--- src/rtl/hazard_control_unit.sv ---
// hazard_control_unit: pipeline stall/flush/hold control; optional stall statistic under HAZARD_CONTROL_STATS_EN
module hazard_control_unit #(
    parameter int REG_ADDR_W        = 5,
    parameter int LOAD_STALL_CYCLES = 1,
    parameter int MEM_TIMEOUT       = 15
) (
    input  logic                  clock,
    input  logic                  reset,
    input  logic [REG_ADDR_W-1:0] id_rs,
    input  logic [REG_ADDR_W-1:0] id_rt,
    input  logic                  id_rs_valid,
    input  logic                  id_rt_valid,
    input  logic [REG_ADDR_W-1:0] ex_rd,
    input  logic                  ex_mem_read,
    input  logic                  branch_taken,
    input  logic                  mem_busy,
    output logic                  pc_write_en,
    output logic                  ifid_write_en,
    output logic                  bubble_sel,
    output logic                  ifid_flush,
    output logic                  pipe_hold,
    output logic                  mem_timeout
`ifdef HAZARD_CONTROL_STATS_EN
    ,
    output logic [15:0]           stall_cycles
`endif
);
    typedef enum logic [1:0] {RUN, LOAD_STALL, MEM_WAIT} state_t;
    state_t state, state_nx;
    logic [1:0] stall_cnt, stall_cnt_nx;
    logic [7:0] wait_cnt, wait_cnt_nx;
    logic hazard;
    assign hazard = ex_mem_read && (ex_rd != '0) &&
                    ((id_rs_valid && id_rs == ex_rd) || (id_rt_valid && id_rt == ex_rd));
    always_comb begin
        pc_write_en   = 1'b1;
        ifid_write_en = 1'b1;
        bubble_sel    = 1'b0;
        ifid_flush    = 1'b0;
        pipe_hold     = 1'b0;
        state_nx      = RUN;
        stall_cnt_nx  = stall_cnt;
        wait_cnt_nx   = '0;
        if (mem_busy) begin
            pipe_hold     = 1'b1;
            pc_write_en   = 1'b0;
            ifid_write_en = 1'b0;
            state_nx      = MEM_WAIT;
            wait_cnt_nx   = (wait_cnt == 8'(MEM_TIMEOUT)) ? wait_cnt : wait_cnt + 8'd1;
        end else if (branch_taken) begin
            ifid_flush = 1'b1;
            bubble_sel = 1'b1;
        end else if (state == LOAD_STALL || hazard) begin
            pc_write_en   = 1'b0;
            ifid_write_en = 1'b0;
            bubble_sel    = 1'b1;
            stall_cnt_nx  = (state == LOAD_STALL) ? stall_cnt - 2'd1 : 2'(LOAD_STALL_CYCLES - 1);
            state_nx      = (state == LOAD_STALL) ? ((stall_cnt == 2'd1) ? RUN : LOAD_STALL)
                                                  : ((LOAD_STALL_CYCLES > 1) ? LOAD_STALL : RUN);
        end
    end
    always_ff @(posedge clock) begin
        if (reset) begin
            state       <= RUN;
            stall_cnt   <= '0;
            wait_cnt    <= '0;
            mem_timeout <= 1'b0;
        end else begin
            state     <= state_nx;
            stall_cnt <= stall_cnt_nx;
            wait_cnt  <= wait_cnt_nx;
            if (wait_cnt_nx == 8'(MEM_TIMEOUT))
                mem_timeout <= 1'b1;
        end
    end
`ifdef HAZARD_CONTROL_STATS_EN
    always_ff @(posedge clock) begin
        if (reset)
            stall_cycles <= '0;
        else if (!pc_write_en && stall_cycles != 16'hFFFF)
            stall_cycles <= stall_cycles + 16'd1;
    end
`else
`endif
endmodule

--- config.mk ---
export PLATFORM = sky130hd
export DESIGN_NAME = hazard_control_unit
export DESIGN_NICKNAME = d
export VERILOG_FILES = /design/src/rtl/hazard_control_unit.sv
export SDC_FILE = /design/constraint.sdc
export NUM_CORES = 1
export LEC_CHECK = 0
export ABC_CLOCK_PERIOD_IN_PS = 2900
export BUFFER_PORTS_ARGS = -buffer_cell sky130_fd_sc_hd__buf_4
export CORE_UTILIZATION = 50
export CTS_BUF_LIST = sky130_fd_sc_hd__clkbuf_16
export DETAILED_ROUTE_END_ITERATION = 12
export GPL_TIMING_DRIVEN = 1
export PLACE_DENSITY = 0.8
export SYNTH_ARGS = -nofsm -noshare
export SYNTH_HDL_FRONTEND = slang
export SYNTH_SLANG_ARGS = --single-unit
--- constraint.sdc ---
create_clock -name clock -period 2.9 [get_ports clock]
set_input_delay 0.58 -clock clock [delete_from_list [all_inputs] [get_ports clock]]
set_output_delay 0.58 -clock clock [all_outputs]
set_load 0.02 [all_outputs]
==> results of run 1 <==
[kinds of logic after synthesis]
group | count (synthesis) | synth area share
buf+inv | 10 | 0.0840
fa+ha+maj | 2 | 0.0275
mux | 1 | 0.0110
xor+xnor | 15 | 0.145
compound gates | 23 | 0.165
flops | 13 | 0.287
simple gates | 39 | 0.281
[sequential cells by signal, summed over array words and instances, names as in the netlist]
register and cells:
wait_cnt 8, stall_cnt 2, state 2, mem_timeout 1
[area by class of cell]
class	count	share of cell area
timing repair buffer	27	0.175
inverter	4	0.0129
tap	25	0.0270
multi-input combinational	80	0.493
clock buffer	3	0.0647
clock inverter	1	0.00324
sequential	13	0.224
[metrics by stage]
step	setup WS [ns]	utilization	hold WS, ns	power [mW]
global route	0.223	0.679	0.543	0.524
CTS	0.332	0.679	0.519	0.507
global placement	0.350	0.633	0.497	0.251
floorplan	0.104	-	0.468	0.218
finish	0.339	0.679	0.520	0.503
detailed placement	0.326	0.633	0.513	0.253
[routing by layer]
layer	part of all wire	GRT usage	up-vias
met1	0.40	0.253	392
li1	-	-	415
met2	0.54	0.397	29
met3	0.047	0.0408	4
met4	0.014	0.0909	0
met5	0	0	-
[power breakdown]
group	internal, mW	leakage, nW	total, mW	switching (mW)
Combinational	0.0353	0.326	0.0650	0.0297
Clock	0.181	0.0423	0.253	0.0719
Sequential	0.182	0.105	0.184	0.00292
[worst min-delay path, stage by stage (launching register included)]
cell and delay [ns]:
dfxtp_1 0.33, o21ai_0 0.08, a21oi_1 0.06
[cell usage in the layout, fill, tap and decap left out, types with 2 or more instances in the layout]
cell type and count:
clkbuf_16 3, dfxtp_1 13, nand3_1 5, xnor2_1 5, inv_1 5, ha_1 2
nor2_1 10, xor2_1 10, o22ai_1 3, a21oi_1 8, nor3b_1 2, and2_1 3
o21ai_0 4, or3_1 2, nor4_1 2, nand2_1 2, buf_4 27
[how the worst max path moves through the flow]
stage | endpoint | from | slack [ns]
floorplan | pc_write_en | ex_rd[1] | 0.10
global placement | ifid_write_en | ex_rd[1] | 0.35
detailed placement | pc_write_en | ex_rd[1] | 0.33
CTS | pc_write_en | ex_rd[1] | 0.33
global route | pc_write_en | ex_rd[1] | 0.22
finish | ifid_write_en | ex_rd[1] | 0.34
==> results.env, run 1 <==
R2R_CELLS=6
POST_SYNTH_TOP_AREA_SHARE=0.287
DESIGN_AREA_SQ_MM=0.00116
SYNTH-WARNING-COUNT=0
POWER.DENSITY_CELL_AREA_mW_PER_MM2=433
TIMING.CLOCK.SKEW_NS=0.00447
SYN_NETS=127
MAX_STAGE_DELAY_NS=0.50
VIAS_PER_CELL=5.49
TIMING.CRITICAL_PATH.BUF_INV=2
SYNTHTOPCELLSBYAREA='dfxtp_1, xor2_1, xnor2_1'
TIMING.CRITICAL_PATH.MAX_DELAY_FAMILY='compound AO/OA/AOI/OAI gates'
START_UTIL=0.532
CLKLATENCYLATEPIN_NS=0.24
CRIT_REQUIRED_NS=2.32
WORSTSETUPPATHDEPTH=6
AREAGROWTHSYNTHTOFINISH_PCT=27.7
SEQ_CELL_AREA_SQ_UM=260
SYNTHDISTINCTLIBCELLS=41
CTSLONGESTPATHBUFFERS=2
GRT_START_MAX_NET_PINS=10
ANTENNA_CELLS_INSERTED=0
CTS-BUFFERS-INSERTED=3
POST_SYNTH_INSTANCE_AREA_SQ_UM=908
CELL_COUNT_AFTER_SYNTHESIS=103
FINAL_ROUTED_WIRE_LENGTH_DIVIDED_BY_CELL_COUNT_UM=12.8
CTS_HOLD_BUF=0
REMAINING_DRC_ERRORS=0
GRT_USE_TOTAL=0.221
CRITICAL-PATH-SLOWEST-CELL='or4_1'
CTS-RESIZED-GATES=0
LAYOUT.NETS=153
DR.FIRST_ITER.DRC_COUNT=25
ROUTE.ANTENNA.REMAINING_NETS=0
REGTOREGSTARTPOINT='wait_cnt[0]'
NUMBER_OF_REGISTER_BITS_INFERRED_BY_SYNTHESIS=13
MIN_PERIOD_NS=2.56
CRIT_FANOUT=4
WORST-R2R-SETUP-SLACK_NS=0.89
GRT_OVERFLOW=0
ASYNC_RESET_FF_FRAC=0
FIRST_GLOBAL_VIAS=771
CRITICAL_PATH.REG2REG.ENDPOINT='mem_timeout'
SYNTH.LARGEST_AREA_CELL='dfxtp_1'
GRT_PASS1_WL_MM=3.18
SYNTH_MOST_COMMON_CELL='dfxtp_1'
CTS_TREE='yes'
GRT_SETUP_UNREPAIRED='false'
FP.COREAREA_SQ_MM=0.00171
POST-ROUTE-PERIOD-UTIL=0.883
WORSTSETUPPATHTYPE='primary input to primary output'
CLOCK_TREE.HTREE_LEVEL_COUNT=1
HP-START='wait_cnt[7]'
CTSROOTBUFFERMASTER='clkbuf_16'
SETUP_VIOLATIONS=0
CP_COMMON_CELL='buf_4'
PORTBUFFERS=27
LAYOUT-DRIVE-GT1-SHARE=0.289
DPL.HPWL_MM=1.50
WORST_EP_ARRIVAL_TIME_NS=1.98
LEAKAGEPOWER_nW=0.474
SYNTH_ENABLE_FLOP_CELLS=0
DIEAREA_SQ_MM=0.00199
OUTCOME='completed'
CRITICAL_PATH.CELL_CHAIN='buf_4 > or4_1 > o21ai_0 > a21oi_1 > o31ai_1 > buf_4'
GRT_ANTENNA_BEFORE_REPAIR=0
CTS.SINK_COUNT=13
HOLD_VIOL=0
PLACED_CELLS_INCL_TAPS=149
TOTALNEGATIVESETUPSLACK_NS=0
STDCELL_COUNT=153
HOLD_PATH_CLASS='flip-flop to flip-flop'
NFILLCELLS=143
FP-ROW-COUNT=15
MULTI_INPUT_COMB_AREA_SQ_UM=572
FIRSTDRTPASSITERS=4
SYNTH_FLOP_CELL='dfxtp_1'
YOSYS-TOP-CELLS-COUNT='dfxtp_1, nor2_1, xor2_1, a21oi_1'
GP_CONGESTION=0.806
FLOORPLAN.DIE.HEIGHT_UM=44.6
POSTPLACECELLAREA_SQ_MM=0.00108
SLEW_VIOLATIONS=0
POWER.IR.VDD_WORST_mV=0.275
CP-END-KIND='primary output'
IOPINCOUNT=28
WORST_HOLD_PATH.NUM_CELLS=2
SLEW-LIMIT-HEADROOM=0.760
POST_CTS_BUFFERS=0
CLOCK.FMAX_MHz=391
CTS.REPORTEDPATHS.CLKPINSLEW_NS=0.04
WIRELENGTH_MM=1.96
SYNTHESIS.AREA_PER_INSTANCE_SQ_UM=8.82
VIAS=840
MAX_SLEW.WORST_PIN.SLEW_NS=0.357
MAXCAPVIOLCOUNT=0
WORST_HOLD_PATH.ENDPOINT='wait_cnt[7]'
SYNTH.YOSYS.SEQ_AREA_SHARE=0.287
DIE_WIDTH_UM=44.6
TIMING.CRITICAL_PATH.FROM_TYPE='primary input'
Note: power is estimated with default switching activity, not from simulation.
==> run 2: changes to the inputs <==
- PLACE_DENSITY: 0.8 -> 0.79
==> run 2 against run 1 <==
Compared with the run above:
- flip-flop and latch count unchanged
- routed wire length shrank 4.6%
- register-to-register slack improved by 0.02 ns
- cell count is the same
- sequential share of layout area did not move
- via count down 2.0%
- core utilization stayed put
- fmax decreased by 2.4%
- critical path type unchanged
==> results.env, run 2 (synthesized netlist as in run 1, its figures left out) <==
OUTCOME='completed'
LEAKAGEPOWER_nW=0.474  # unchanged
CRITICAL_PATH.CELL_CHAIN='buf_4 > or4_1 > o21ai_0 > a21oi_1 > o31ai_1 > buf_4'
LAYOUT.NETS=153  # unchanged
CTSROOTBUFFERMASTER='clkbuf_16'
IOPINCOUNT=28  # unchanged
CLOCK.FMAX_MHz=381  # -2.4%
SEQUENTIAL_FRACTION_OF_DESIGN_POWER=0.368  # about the same
PWR-SHARE-COMB=0.130  # about the same
LARGEST_REG_FLOPS=8  # unchanged
FP.COREAREA_SQ_MM=0.00171  # unchanged
MIN_PERIOD_NS=2.62  # +0.0620 ns
SLEW-LIMIT-HEADROOM=0.753  # -0.00749
SETUP_SLACK_NS=0.277  # -0.0620 ns
POST_CTS_BUFFERS=0  # unchanged
DETAILEDPLACE.WORSTSLACK_NS=0.304  # -0.0219 ns
TIMING.CRITICAL_PATH.FROM_TYPE='primary input'
VIAS=823  # -2.0%
CTS_HOLD_BUF=0  # unchanged
INTERNAL_POWER_CONTRIBUTION_mW=0.398  # about the same
FINAL_ROUTED_WIRE_LENGTH_DIVIDED_BY_CELL_COUNT_UM=12.2  # -4.6%
GRT_USE_TOTAL=0.210  # -0.0110
START_UTIL=0.532  # unchanged
CTSLONGESTPATHBUFFERS=2  # unchanged
CRIT_FANOUT=4  # unchanged
WIRELENGTH_MM=1.87  # -4.6%
POSTPLACECELLAREA_SQ_MM=0.00108  # unchanged
POWER_SWITCHING_SHARE=0.207  # -0.00136
HOLD_PATH_CLASS='flip-flop to flip-flop'
GRT_SETUP_UNREPAIRED='false'
MAXCAPVIOLCOUNT=0  # unchanged
CRIT_REQUIRED_NS=2.32  # about the same
HOLD_VIOL=0  # unchanged
CTS_TREE='yes'
GRT_OVERFLOW=0  # unchanged
FIRSTDRTPASSITERS=4  # unchanged
CLKPWRFRAC=0.502  # -0.002
STDCELL_COUNT=153  # unchanged
GRT_START_MAX_NET_PINS=10  # unchanged
REMAINING_DRC_ERRORS=0  # unchanged
DIEAREA_SQ_MM=0.00199  # unchanged
GRT_ANTENNA_BEFORE_REPAIR=0  # unchanged
WL_MET1_UM=793  # +1.4%
PLACED_CELLS_INCL_TAPS=149  # unchanged
WORST_EP_ARRIVAL_TIME_NS=2.04  # +0.06 ns
REGISTER_WITH_THE_MOST_FLIP_FLOPS='wait_cnt'
TOTALNEGATIVESETUPSLACK_NS=0  # unchanged
MET2_LENGTH_UM=956  # -9.6%
FP-ROW-COUNT=15  # unchanged
CLKLATENCYLATEPIN_NS=0.24  # about the same
SLEW_VIOLATIONS=0  # unchanged
POST-ROUTE-PERIOD-UTIL=0.904  # +0.0214
FIRST_GLOBAL_VIAS=719  # -6.7%
LAYOUT_COMMON_CELLS='buf_4, dfxtp_1, xor2_1, nor2_1, a21oi_1'
MAX_SLEW.WORST_PIN.SLEW_NS=0.371  # +0.0133 ns
VIAS_PER_CELL=5.38  # -2.0%
FLOORPLAN.DIE.HEIGHT_UM=44.6  # unchanged
CRITICAL-PATH-SLOWEST-CELL='or4_1'
CTS.REPORTEDPATHS.CLKPINSLEW_NS=0.04  # about the same
CTS-RESIZED-GATES=0  # unchanged
DR.FIRST_ITER.DRC_COUNT=16  # -36%
GP_CONGESTION=0.828  # +2.8%
LARGEST_REGISTERS='wait_cnt (8), stall_cnt (2), state (2)'
CTS-BUFFERS-INSERTED=3  # unchanged
TIMING.CLOCK.SKEW_NS=0.00102  # -0.00344 ns
DPL.HPWL_MM=1.46  # -2.2%
CTS.SINK_COUNT=13  # unchanged
GRT_PASS1_WL_MM=2.93  # -8.0%
ANTENNA_CELLS_INSERTED=0  # unchanged
DESIGN_POWER_TOTAL_mW=0.502  # -0.20%
SETUP_VIOLATIONS=0  # unchanged
AREAGROWTHSYNTHTOFINISH_PCT=27.7  # unchanged
WORSTSETUPPATHTYPE='primary input to primary output'
POWER.IR.VDD_WORST_mV=0.290  # +5.4%
CLOCK_TREE.HTREE_LEVEL_COUNT=1  # unchanged
ROUTED.TOP_LAYER='met4'
POWER.DENSITY_CELL_AREA_mW_PER_MM2=432  # -0.20%
FINAL.HOLD.WORST_SLACK_NS=0.522  # +0.00201 ns
CP_COMMON_CELL='buf_4'
MAX_STAGE_DELAY_NS=0.50  # about the same
MET3_WIRELENGTH_UM=78  # -16%
P_SW_mW=0.104  # -0.85%
PORTBUFFERS=27  # unchanged
DIE_WIDTH_UM=44.6  # unchanged
DESIGN_AREA_SQ_MM=0.00116  # unchanged
ROUTE.ANTENNA.REMAINING_NETS=0  # unchanged
LAYOUT.CELLS.MOST_COMMON='buf_4'
FINISH.UTILIZATION=0.679  # unchanged
LAYOUT-DRIVE-GT1-SHARE=0.289  # unchanged
CP-END-KIND='primary output'
run 2: final timing paths:
path | from | end | slack [ns] | cells after the start
worst max register to register | wait_cnt[0] | mem_timeout | 0.91 | 6
worst max-delay path | ex_rd[1] | ifid_write_en | 0.28 | 6
worst min-delay path | wait_cnt[7] | wait_cnt[7] | 0.52 | 2
worst min register to register | wait_cnt[7] | wait_cnt[7] | 0.52 | 2
run 2: power by group through the flow:
stage	logic (mW)	registers, mW	clock network (mW)
after floorplan	0.0316	0.187	0
after global placement	0.0642	0.187	0
after detailed placement	0.0658	0.188	0
after CTS	0.0660	0.185	0.253
after global routing	0.0712	0.185	0.265
final	0.0653	0.185	0.252
run 2: layout make-up:
class	count	area [sq um]
Timing Repair Buffer	27	203
Tap cell	25	31.3
Clock buffer	3	75.1
Multi-Input combinational cell	80	572
Clock inverter	1	3.75
Sequential cell	13	260
Inverter	4	15.0
Fill cell	154	548
run 2: metal layers:
layer,vias to the layer above,GRT usage
li1,418,-
met3,5,0.0367
met4,0,0.127
met2,30,0.371
met1,370,0.230
met5,-,0
run 2: worst max-delay path, delay by kind of cell:
family	cells	cell delay (ns)
AO/OA/AOI/OAI	3	0.62
AND/OR/NAND/NOR	1	0.50
buffers and inverters	2	0.34
==> run 3: changes to the inputs <==
- ABC_CLOCK_PERIOD_IN_PS: 2900 -> 2200
- CORE_MARGIN: not set -> 2
- CORE_UTILIZATION: 50 -> 45
- PLACE_DENSITY: 0.79 -> 0.75
- clock period: 2.9 -> 2.2 ns (I/O delays scaled with it)
==> run 3 against run 2 <==
Compared with the run above:
- the flow now finishes with violations (setup timing)
- clock skew grew 0.0028 ns
- clock power rose by 35%
- power up 37%
- worst hold slack worse by 0.11 ns
- clock-buffer cell count did not move
- global-route usage shrank 1.9 points
- routed wire length is 16% higher
- design area grew 6.8%
- register-to-register slack got worse by 0.66 ns
- combinational power is 58% higher
- setup slack got worse by 0.29 ns
- flip-flop and latch count unchanged
- highest routed layer unchanged
==> results.env, run 3 (synthesized netlist as in run 1, its figures left out) <==
CTSLONGESTPATHBUFFERS=2  # unchanged
MAX_STAGE_DELAY_NS=0.54  # +0.04 ns
GRT_ANTENNA_BEFORE_REPAIR=0  # unchanged
FAILED_CHECKS='setup timing'
CTSROOTBUFFERMASTER='clkbuf_16'
NFILLCELLS=170  # +10%
GP_CONGESTION=0.849  # +2.5%
AREAGROWTHSYNTHTOFINISH_PCT=36.4
LARGEST_REGISTERS='wait_cnt (8), stall_cnt (2), state (2)'
REGISTER_WITH_THE_MOST_FLIP_FLOPS='wait_cnt'
CRIT_REQUIRED_NS=1.76  # -0.56 ns
DIE_WIDTH_UM=48.9  # +9.6%
FINAL_ROUTED_WIRE_LENGTH_DIVIDED_BY_CELL_COUNT_UM=13.8  # +13%
MIN_PERIOD_NS=2.21
CTS_HOLD_BUF=0  # unchanged
GRT_PASS1_WL_MM=3.48  # +19%
LARGEST_REG_FLOPS=8  # unchanged
MULTI_INPUT_COMB_AREA_SQ_UM=618  # +8.1%
LAYOUT-DRIVE-GT1-SHARE=0.338  # +0.0494
DESIGN_POWER_TOTAL_mW=0.685  # +37%
FLOORPLAN.DIE.HEIGHT_UM=48.9  # +9.6%
FIRST_GLOBAL_VIAS=869  # +21%
OUTCOME='finished, violations left'
POWER.DENSITY_CELL_AREA_mW_PER_MM2=553  # +28%
TIMING.CLOCK.SKEW_NS=0.00382  # +0.00280 ns
REMAINING_DRC_ERRORS=0  # unchanged
WORSTSETUPPATHTYPE='primary input to primary output'
GRT_OVERFLOW=0  # unchanged
POSTPLACECELLAREA_SQ_MM=0.00111  # +2.9%
CTS-BUFFERS-INSERTED=3  # unchanged
CRITICAL-PATH-SLOWEST-CELL='or4_4'
SETUP_VIOLATIONS=1  # +1
SLEW_VIOLATIONS=0  # unchanged
CLKLATENCYLATEPIN_NS=0.24  # about the same
WORST_EP_ARRIVAL_TIME_NS=1.77  # -0.27 ns
CP-END-KIND='primary output'
IOPINCOUNT=28  # unchanged
LAYOUT_COMMON_CELLS='buf_4, dfxtp_1, xor2_1, nor2_1, a21oi_1'
DESIGN_AREA_SQ_MM=0.00124  # +6.8%
CLOCK.FMAX_MHz=452
WORST_HOLD_PATH.NUM_CELLS=2  # unchanged
WORSTSETUPPATHDEPTH=6  # unchanged
R2R_CELLS=6  # unchanged
CRIT_FANOUT=3  # -1
MAXCAPVIOLCOUNT=0  # unchanged
PORTBUFFERS=27  # unchanged
LAYOUT.NETS=155  # +1.3%
HOLD_VIOL=0  # unchanged
FP-ROW-COUNT=16  # +1
WORST-R2R-SETUP-SLACK_NS=0.25  # -0.66 ns
ROUTE.ANTENNA.REMAINING_NETS=0  # unchanged
TIMING.CRITICAL_PATH.FROM_TYPE='primary input'
SLEW-LIMIT-HEADROOM=0.709  # -0.0435
DR.FIRST_ITER.DRC_COUNT=21  # +5
GRT_USE_TOTAL=0.191  # -0.0187
TIMING.CRITICAL_PATH.MAX_DELAY_FAMILY='compound AO/OA/AOI/OAI gates'
VIAS_PER_CELL=5.36  # -0.30%
DPL.HPWL_MM=1.56  # +6.3%
CLOCK_TREE.HTREE_LEVEL_COUNT=1  # unchanged
POST_CTS_BUFFERS=0  # unchanged
MAX_SLEW.WORST_PIN.SLEW_NS=0.436  # +0.0649 ns
CTS.SINK_COUNT=13  # unchanged
DETAILEDPLACE.WORSTSLACK_NS=-0.0499  # -0.354 ns
SEQ_CELL_AREA_SQ_UM=260  # unchanged
LAYOUT.CELLS.MOST_COMMON='buf_4'
CTS.REPORTEDPATHS.CLKPINSLEW_NS=0.04  # about the same
FIRSTDRTPASSITERS=4  # unchanged
WIRELENGTH_MM=2.16  # +16%
LEAKAGEPOWER_nW=0.496  # +4.7%
GRT_START_MAX_NET_PINS=10  # unchanged
CRITICAL_PATH.CELL_CHAIN='buf_8 > or4_4 > o21ai_4 > a21oi_4 > o31a_1 > buf_6'
TIMING.CRITICAL_PATH.BUF_INV=2  # unchanged
SETUP_SLACK_NS=-0.0118  # -0.289 ns
HOLD_PATH_CLASS='primary input to flip-flop'
START_UTIL=0.468  # -0.0641
FINISH.UTILIZATION=0.638  # -0.0412
DIEAREA_SQ_MM=0.00239  # +20%
GRT_SETUP_UNREPAIRED='true'
CTS_TREE='yes'
ANTENNA_CELLS_INSERTED=0  # unchanged
FP.COREAREA_SQ_MM=0.00194  # +14%
POWER.IR.VDD_WORST_mV=0.410  # +41%
POST-ROUTE-PERIOD-UTIL=1.01
VIAS=842  # +2.3%
-- run 3: changes by cell type in the layout (fill, tap and decap cells not counted), sizes merged --
| cell | change |
|---|---|
| buf | +2 |
-- run 3: per-layer routing --
layer,vias up,GRT usage,wire (um)
met3,6,0.0460,127
li1,419,-,-
met2,34,0.358,1140
met4,0,0.0810,52
met5,-,0,0
met1,383,0.200,840
-- run 3: power breakdown --
part | total, mW | leakage, nW | switching [mW] | internal [mW]
Sequential | 0.243 | 0.105 | 0.00369 | 0.239
Combinational | 0.103 | 0.348 | 0.0483 | 0.0543
Clock | 0.340 | 0.0423 | 0.0998 | 0.240
-- run 3: path summary, 6_finish.rpt --
| kind | startpoint | endpoint |
|---|---|---|
| worst max-delay path | ex_rd[4] | bubble_sel |
| worst min-delay path | reset | state[0] |
| worst max register to register | wait_cnt[0] | mem_timeout |
| worst min register to register | wait_cnt[7] | wait_cnt[7] |
-- run 3: worst register-to-register path, delay by kind of cell, from the launching register on --
kind / cells / cell delay, ns
AND/OR/NAND/NOR: 3 / 0.57
AO/OA/AOI/OAI: 2 / 0.44
flip-flops: 1 / 0.46
adder cells (fa/ha/maj): 1 / 0.37
-- run 3: area by class of cell --
| class | count | share of cell area |
|---|---|---|
| Inverter | 4 | 0.0121 |
| Tap cell | 27 | 0.0273 |
| Clock inverter | 1 | 0.00303 |
| Clock buffer | 3 | 0.0606 |
| Sequential cell | 13 | 0.210 |
| Timing Repair Buffer | 29 | 0.188 |
| Multi-Input combinational cell | 80 | 0.499 |
-- run 3: per-stage QoR --
step                TNS (ns)  cells  hold WS [ns]
floorplan                  0    103         0.468
global placement     -0.0309    153         0.497
detailed placement    -0.116    153         0.510
CTS                        0    157         0.414
global route         -0.0863    157         0.416
finish               -0.0118    157         0.415
-- run 3: what timing repair did --
item	in CTS	in global routing
pin swaps	0	5
gates resized for setup	2	9
setup endpoints to repair	3	3
gates cloned	0	0
